<file path="config.mk">
export PLATFORM = sky130hd
export DESIGN_NAME = my_chip
export DESIGN_NICKNAME = d
export VERILOG_FILES = /design/src/rtl/my_chip.sv
export SDC_FILE = /design/constraint.sdc
export NUM_CORES = 1
export LEC_CHECK = 0
export BUFFER_PORTS_ARGS = -buffer_cell sky130_fd_sc_hd__buf_2
export CORE_MARGIN = 2
export CORE_UTILIZATION = 31
export CTS_CLUSTER_DIAMETER = 100
export DETAILED_ROUTE_END_ITERATION = 6
export PLACE_DENSITY = 0.48
export SYNTH_ARGS = -nofsm -noshare
export SYNTH_HDL_FRONTEND = slang
export SYNTH_SLANG_ARGS = --single-unit
</file>
<file path="constraint.sdc">
create_clock -name clock -period 2.8 [get_ports clock]
set_input_delay 0.28 -clock clock [delete_from_list [all_inputs] [get_ports clock]]
set_output_delay 0.28 -clock clock [all_outputs]
set_load 0.005 [all_outputs]
</file>
<file path="src/rtl/my_chip.sv">
// Three-road traffic-light controller with turn arrow and pedestrian phase, round-robin arbitration.
// Define PED_FLASH_EN to make the orange clearance light flash during CLEAR.
module my_chip #(
  parameter int GREEN_CYCLES  = 5,
  parameter int YELLOW_CYCLES = 2,
  parameter int WALK_CYCLES   = 5,
  parameter int CLEAR_CYCLES  = 2
) (
  input  logic        clock,
  input  logic        reset,
  input  logic [11:0] io_in,
  output logic [11:0] io_out
);
  localparam int MAX_A = (GREEN_CYCLES > YELLOW_CYCLES) ? GREEN_CYCLES : YELLOW_CYCLES;
  localparam int MAX_B = (WALK_CYCLES > CLEAR_CYCLES) ? WALK_CYCLES : CLEAR_CYCLES;
  localparam int MAXC  = (MAX_A > MAX_B) ? MAX_A : MAX_B;
  localparam int TW    = $clog2(MAXC) + 1;

  localparam logic [1:0] PH_A = 2'd0, PH_B = 2'd1, PH_C = 2'd2, PH_P = 2'd3;

  typedef enum logic [3:0] {ALL_RED, G1, Y1, G2, Y2, G3, Y3, WALK, CLEAR} state_t;

  typedef struct packed {
    logic red1, yellow1, green1;
    logic red2, yellow2, green2;
    logic red3, yellow3, green3;
    logic turn, orange, white;
  } lights_t;

  localparam lights_t LIGHTS_RST = lights_t'(12'b100_100_100_010);

  state_t        state, yel;
  lights_t       lights;
  logic [TW-1:0] timer, lim_m1;
  logic [1:0]    last, sel, idx, cur_ph;
  logic [3:0]    car_q, pend;
  logic          ped_req, sel_vld, t_last, hold;
  logic          unused_hi;

  assign unused_hi = ^io_in[11:5];
  assign io_out    = lights;

  function automatic lights_t show(state_t s, logic g3, logic trn);
    lights_t l;
    l = LIGHTS_RST;
    case (s)
      G1:      begin l.red1 = 1'b0; l.green1  = 1'b1; end
      Y1:      begin l.red1 = 1'b0; l.yellow1 = 1'b1; end
      G2:      begin l.red2 = 1'b0; l.green2  = 1'b1; end
      Y2:      begin l.red2 = 1'b0; l.yellow2 = 1'b1; end
      G3:      begin l.red3 = !g3;  l.green3  = g3; l.turn = trn; end
      Y3:      begin l.red3 = 1'b0; l.yellow3 = 1'b1; end
      WALK:    begin l.orange = 1'b0; l.white = 1'b1; end
      default: ;
    endcase
    return l;
  endfunction

  // car_q[0]=car1 .. car_q[3]=car4; pending bit per phase A,B,C,P
  assign pend = {ped_req, car_q[2] | car_q[3], car_q[1], car_q[0]};

  always_comb begin
    sel     = PH_A;
    sel_vld = 1'b0;
    idx     = '0;
    // Scan downward so the nearest pending phase after last wins; k=4 wraps back to last itself.
    for (int k = 4; k >= 1; k--) begin
      idx = last + 2'(k);
      if (pend[idx]) begin
        sel     = idx;
        sel_vld = 1'b1;
      end
    end

    cur_ph = PH_A;
    yel    = Y1;
    lim_m1 = TW'(YELLOW_CYCLES - 1);
    case (state)
      G1, Y1:      cur_ph = PH_A;
      G2, Y2:      begin cur_ph = PH_B; yel = Y2; end
      G3, Y3:      begin cur_ph = PH_C; yel = Y3; end
      WALK, CLEAR: cur_ph = PH_P;
      default: ;
    endcase
    case (state)
      G1, G2, G3: lim_m1 = TW'(GREEN_CYCLES - 1);
      WALK:       lim_m1 = TW'(WALK_CYCLES - 1);
      CLEAR:      lim_m1 = TW'(CLEAR_CYCLES - 1);
      default: ;
    endcase
    t_last = (timer == lim_m1);
    hold   = pend[cur_ph] && ((pend & ~(4'b0001 << cur_ph)) == 4'b0000);
  end

  always_ff @(posedge clock or negedge reset) begin
    if (!reset) begin
      state   <= ALL_RED;
      lights  <= LIGHTS_RST;
      timer   <= '0;
      last    <= PH_P;
      ped_req <= 1'b0;
      car_q   <= '0;
    end else begin
      car_q <= {io_in[1], io_in[2], io_in[3], io_in[4]};
      if (io_in[0] && state != WALK && state != CLEAR) ped_req <= 1'b1;
      case (state)
        ALL_RED: if (sel_vld) begin
          last  <= sel;
          timer <= '0;
          case (sel)
            PH_A: begin state <= G1; lights <= show(G1, 1'b0, 1'b0); end
            PH_B: begin state <= G2; lights <= show(G2, 1'b0, 1'b0); end
            PH_C: begin state <= G3; lights <= show(G3, car_q[2], car_q[3]); end
            default: begin
              state   <= WALK;
              lights  <= show(WALK, 1'b0, 1'b0);
              ped_req <= 1'b0;
            end
          endcase
        end
        // Timer saturates at the minimum green, then the phase holds while uncontested.
        G1, G2, G3: begin
          if (!t_last) timer <= timer + TW'(1);
          else if (!hold) begin
            state  <= yel;
            timer  <= '0;
            lights <= show(yel, 1'b0, 1'b0);
          end
        end
        WALK: begin
          if (t_last) begin
            state  <= CLEAR;
            timer  <= '0;
            lights <= show(CLEAR, 1'b0, 1'b0);
          end else timer <= timer + TW'(1);
        end
        default: begin
          if (t_last) begin
            state  <= ALL_RED;
            timer  <= '0;
            lights <= LIGHTS_RST;
          end else begin
            timer <= timer + TW'(1);
`ifdef PED_FLASH_EN
            if (state == CLEAR) lights.orange <= ~lights.orange;
`endif
          end
        end
      endcase
    end
  end
endmodule

</file>
# Word level (Yosys, flattened, before mapping)
# Cells that the tools add are included.
[word_totals]
out_inout_bits = 12
wordCells = 125
inputBits = 14
register_bits = 27
[classes]
n_bitwise = 3
add_sub_neg = 4
n_shift = 1
muxes = 52
n_eq_ne = 23
n_lt_le_gt_ge = 5
n_reduce_logical = 20
[op_table]
columns = ["operator", "n"]
rows = [
  ["12-bit 2-to-1 mux", 4],
  ["4-bit 2-to-1 mux", 9],
  ["12-bit one-hot mux with 3 select lines", 1],
  ["4-bit by 3-bit equality test with 1-bit output (second input constant)", 7],
  ["12-bit one-hot mux with 2 select lines", 1],
  ["1-bit 2-to-1 mux", 21],
  ["2-bit by 3-bit < comparator with 1-bit output (second input constant)", 5],
  ["4-bit by 2-bit equality test with 1-bit output (second input constant)", 3],
  ["4-bit one-hot mux with 3 select lines", 1],
  ["1-bit binary-select mux with 2-bit select", 5],
  ["2-bit 2-to-1 mux", 5],
  ["2-bit OR reduction", 5],
  ["3-bit one-hot mux with 3 select lines", 1],
  ["4-bit by 1-bit equality test with 1-bit output (second input constant)", 2],
  ["4-bit logical NOT", 2],
  ["2-bit != test (second input constant)", 4],
  ["4-bit one-hot mux with 2 select lines", 1],
  ["2-bit one-hot mux with 3 select lines", 1],
  ["3-bit one-hot mux with 2 select lines", 1],
  ["3-bit OR reduction", 2],
  ["5-bit AND reduction", 1],
  ["2-bit adder (second input constant)", 2],
  ["4-bit by 1-bit adder with 4-bit output (second input constant)", 1],
  ["4-bit bitwise AND", 1],
  ["other kinds (19)", 22],
]

# Depth between registers and ports, before layout
[depth]
ltp_word = 12
depth_mapped = 8
ltp_nobuf = 6

# Least setup slack after synthesis
# Ideal clock, no wire load.
[synth_timing]
kind = "reg-to-reg"
from = "reg state[1]"
to = "reg lights, in the netlist io_out[8]"
required_ns = 2.718
path_slack_ns = 0.576
arrival_ns = 2.142
period_less_slack_ns = 2.224
path_stages_with_launch = 9
setup_ns = 0.082
path_buffers = 2
cell_sequence = "dfrtp_1 > buf_6 > or4b_4 > a21o_1 > a211oi_4 > a21oi_4 > nand2_4 > buf_6 > mux2_4"
[synth_between]
elab_chain_cells = 10
elab_cells_between_ends = 36
cone_classes = "eq/ne: 13; shift: 1; mux: 9; bitwise: 2; reduce/logical: 11"
[synth_lines]
columns = ["element", "line_no", "source"]
rows = [
  ["start: declaration", "32", "state_t state, yel;"],
  ["start signal: assignment", "125", "state <= yel;"],
  ["4-bit by 3-bit equality test with 1-bit output, or another cell as far along", "78, 85, 106", ""],
  ["2-bit OR reduction", "78", "case (state)"],
  ["2-bit one-hot mux with 3 select lines", "78", ""],
  ["1-bit by 2-bit << shifter with 4-bit output", "92", "hold = pend[cur_ph] && ((pend & ~(4'b0001 << cur_ph)) == 4'b0000);"],
  ["4-bit inverter", "92", ""],
  ["4-bit bitwise AND", "92", ""],
  ["4-bit logical NOT", "92", ""],
  ["1-bit logical AND", "92", ""],
  ["2-bit != test (no line)", "-", ""],
  ["4-bit AND reduction (no line)", "-", ""],
  ["end signal: assignment", "116", "lights <= show(WALK, 1'b0, 1'b0);"],
  ["end signal: assignment", "127", "lights <= show(yel, 1'b0, 1'b0);"],
  ["end signal: assignment", "134", "lights <= show(CLEAR, 1'b0, 1'b0);"],
  ["end: declaration", "33", "lights_t lights;"],
]
# Several ways; a longest one is shown, not always the timed one. The select of a mux whose other input is x is not followed.
# A chain may end at the register's enable or synchronous reset.

# Worst setup path after layout
[layout_timing]
from = "reg state[1]"
to = "reg lights, in the netlist io_out[4]"
# The elaborated chain is that of the path after synthesis.

==> impl_metrics.toml <==
[setup_path]
r2r_cells = 6
rrSetupSlack_ns = 0.39
r2r_start = "state[1]"
cp_slowest_cell = "or4b_4"
critPathTopFamily = "simple AND/OR/NAND/NOR gates"
path_buf_inv = 0
r2r_end = "io_out[4]"
crit_type = "flip-flop to flip-flop"
start_kind = "flip-flop"
path_cells = "or4b_4 > a21o_1 > a211oi_4 > a21oi_4 > nand2_4 > mux2_2"
worst_path_largest_cell_delay_ns = 0.60
cp-end-kind = "flip-flop"
cp.required_ns = 2.96
worstPathArrival_ns = 2.57
cp_max_fo = 13

[power]
power_mw = 1.850
leakagePower_nw = 0.7707
power_density_nw_per_um2 = 1137
ir_worst_vdd_v = 0.0004005

[global_routing]
antenna_found_initial = 0
grt_pass1_wl_mm = 5.540
overflow = 0
grt_pass1_vias = 1170
grt.total_usage_pct = 13.58
grt_max_degree = 28

[synthesis]
synth_area_um2 = 1424
ys_seq_area_share_pct = 47.98
syn_nets = 153
synth_top_cell_area_share_pct = 36.91
yosysWarnings = 0
netlist_instances = 138
yosysTopAreaCell = "dfrtp_1"
avgSynthCellArea_um2 = 10.32
synth_seq_cells = 27
synth.distinct_cells = 41
synth_area_leaders = "dfrtp_1, dfstp_2, a21o_1"

[sta]
rsz0062_at_grt = "no"
timing.final.crit_share_pct = 86.08
period_needed_ns = 2.410
fin_ws_ns = 0.3898
hold_viol_final = 0
setup_violations = 0
fmaxAchievable_ghz = 0.4149
worst-slew-pin-transition_ns = 0.6159
slew_headroom_pct = 58.66
maxSlewViolCount = 0
fin_setup_tns_ns = 0
fin_skew_ns = 0.005108

[route]
avgRoutedWirePerCell_um = 14.71
drc = 0
dr.pass1.iters = 4
vias = 1109
viasPerCell = 5.231
drt-initial-drc-count = 68
wl_mm = 3.119
postRouteAntennaNets = 0

[cts]
cts_root_buf = "clkbuf_8"
cts_tree = "yes"
clkSinkCount = 27
cts_buffers = 3
postCtsHoldBufs = 0
clkLatencyLatePin_ns = 0.27
clk_path_buf_depth = 2
ctsHtreeMaxLevel = 1
cts-resized-gates = 0
clk_pin_slew_ns = 0.09
cts_setup_buffers = 0

[final_layout]
drive_gt1_share_pct = 26.88
syn2layout_area_growth_pct = 14.24
fillCellCount = 450
multi_input_comb_area_um2 = 679.4
num_antenna_cells = 0
mostFrequentLayoutCell = "dfrtp_1"
mostFrequentLayoutCells = "dfrtp_1, buf_2, nand2_1, a21oi_1, nor2_1"
fin_nets = 176
finalInstanceArea_um2 = 1627
register_area_um2 = 683.2

[placement]
dp_slack_ns = 0.4022
io_buffer_count = 18
dpl_cell_area_um2 = 1582
gp_congestion = 0.7774
hpwl_mm = 2.394

[floorplan]
ios = 26
start_util_pct = 32.48
die_h_um = 71.77
core_um2 = 4384
die_w_um = 71.77
placementRows = 24
dieArea_um2 = 5151

[job]
max_cap_viol_count = 0

[status]
outcome = "finished, final reports clean"

[hold_path]
hold_class = "input port to async pin"
-- sequential cells by signal, indices dropped and copies added, names as in the netlist --
name / count
last: 2
car_q: 4
state: 4
io_out: 12
timer: 4
ped_req: 1
-- worst max path at each step --
stage	startpoint	to	cells after the start
after floorplan	state[1]	io_out[8]	8
after global placement	state[1]	io_out[4]	6
after detailed placement	state[1]	io_out[4]	6
after CTS	state[1]	io_out[4]	6
after global routing	state[1]	io_out[4]	6
final	state[1]	io_out[4]	6
-- layout make-up --
type	instances	area share, %
flip-flops and latches	27	42.00
multi-input cells	99	41.77
repair buffers	23	7.846
well taps	52	4.000
clock buffers	4	2.769
inverters	7	1.615
-- cell usage after synthesis --
cell and instances:
o2bb2ai_2 1, dfrtp_1 21, ha_1 1, nor4_1 1, o221ai_1 1, a211oi_1 1
nand2_4 1, nand4bb_1 1, a311oi_1 1, a21oi_4 1, a31o_1 1, xnor2_1 2
a21o_1 7, mux2_2 3, nand2_1 10, buf_2 1, clkbuf_1 2, nor2_1 9
or4b_4 1, mux2_4 1, dfstp_2 6, buf_6 2, a21oi_1 10, nand3b_1 1
mux2i_1 3, and3_1 2, nor3_1 6, a22o_1 6, a211o_1 1, or4_1 1
or4bb_1 1, and2_1 1, inv_1 7, a211oi_4 1, a31oi_1 2, nand3_1 3
nand2b_1 5, o21ai_0 8, nor2b_1 2, o32ai_1 1, or2_2 2
-- power by group --
| group | switching, mW | total [mW] | internal, mW |
|---|---|---|---|
| logic | 0.497 | 0.930 | 0.433 |
| registers | 0.141 | 0.704 | 0.563 |
| clock network | 0.114 | 0.216 | 0.102 |
| total | 0.752 | 1.85 | 1.10 |
-- per-stage QoR --
| stage | utilization (%) | hold WS [ns] | cells |
|---|---|---|---|
| after floorplan | - | -0.01559 | 138 |
| after global placement | 36.07 | 0.3179 | 208 |
| after detailed placement | 36.07 | 0.3275 | 208 |
| after CTS | 37.10 | 0.03223 | 212 |
| after global routing | 37.10 | 0.05118 | 212 |
| final | 37.10 | 0.001380 | 212 |
-- cell families after synthesis --
group / Yosys count / share of synthesized area (%)
flops: 27 / 47.98
xor+xnor: 2 / 1.230
fa+ha+maj: 1 / 0.8786
compound gates: 42 / 21.79
mux: 7 / 5.536
simple gates: 47 / 18.28
buf+inv: 12 / 4.306
-- layer usage --
| layer | routed length [µm] | vias to the layer above | global-route usage (%) |
|---|---|---|---|
| met5 | 0 | - | 0 |
| met4 | 39 | 0 | 4.403 |
| met3 | 61 | 4 | 1.688 |
| met2 | 1523 | 14 | 21.71 |
| met1 | 1494 | 548 | 19.18 |
| li1 | - | 543 | - |
No activity file was read; power rests on OpenSTA's default activity.
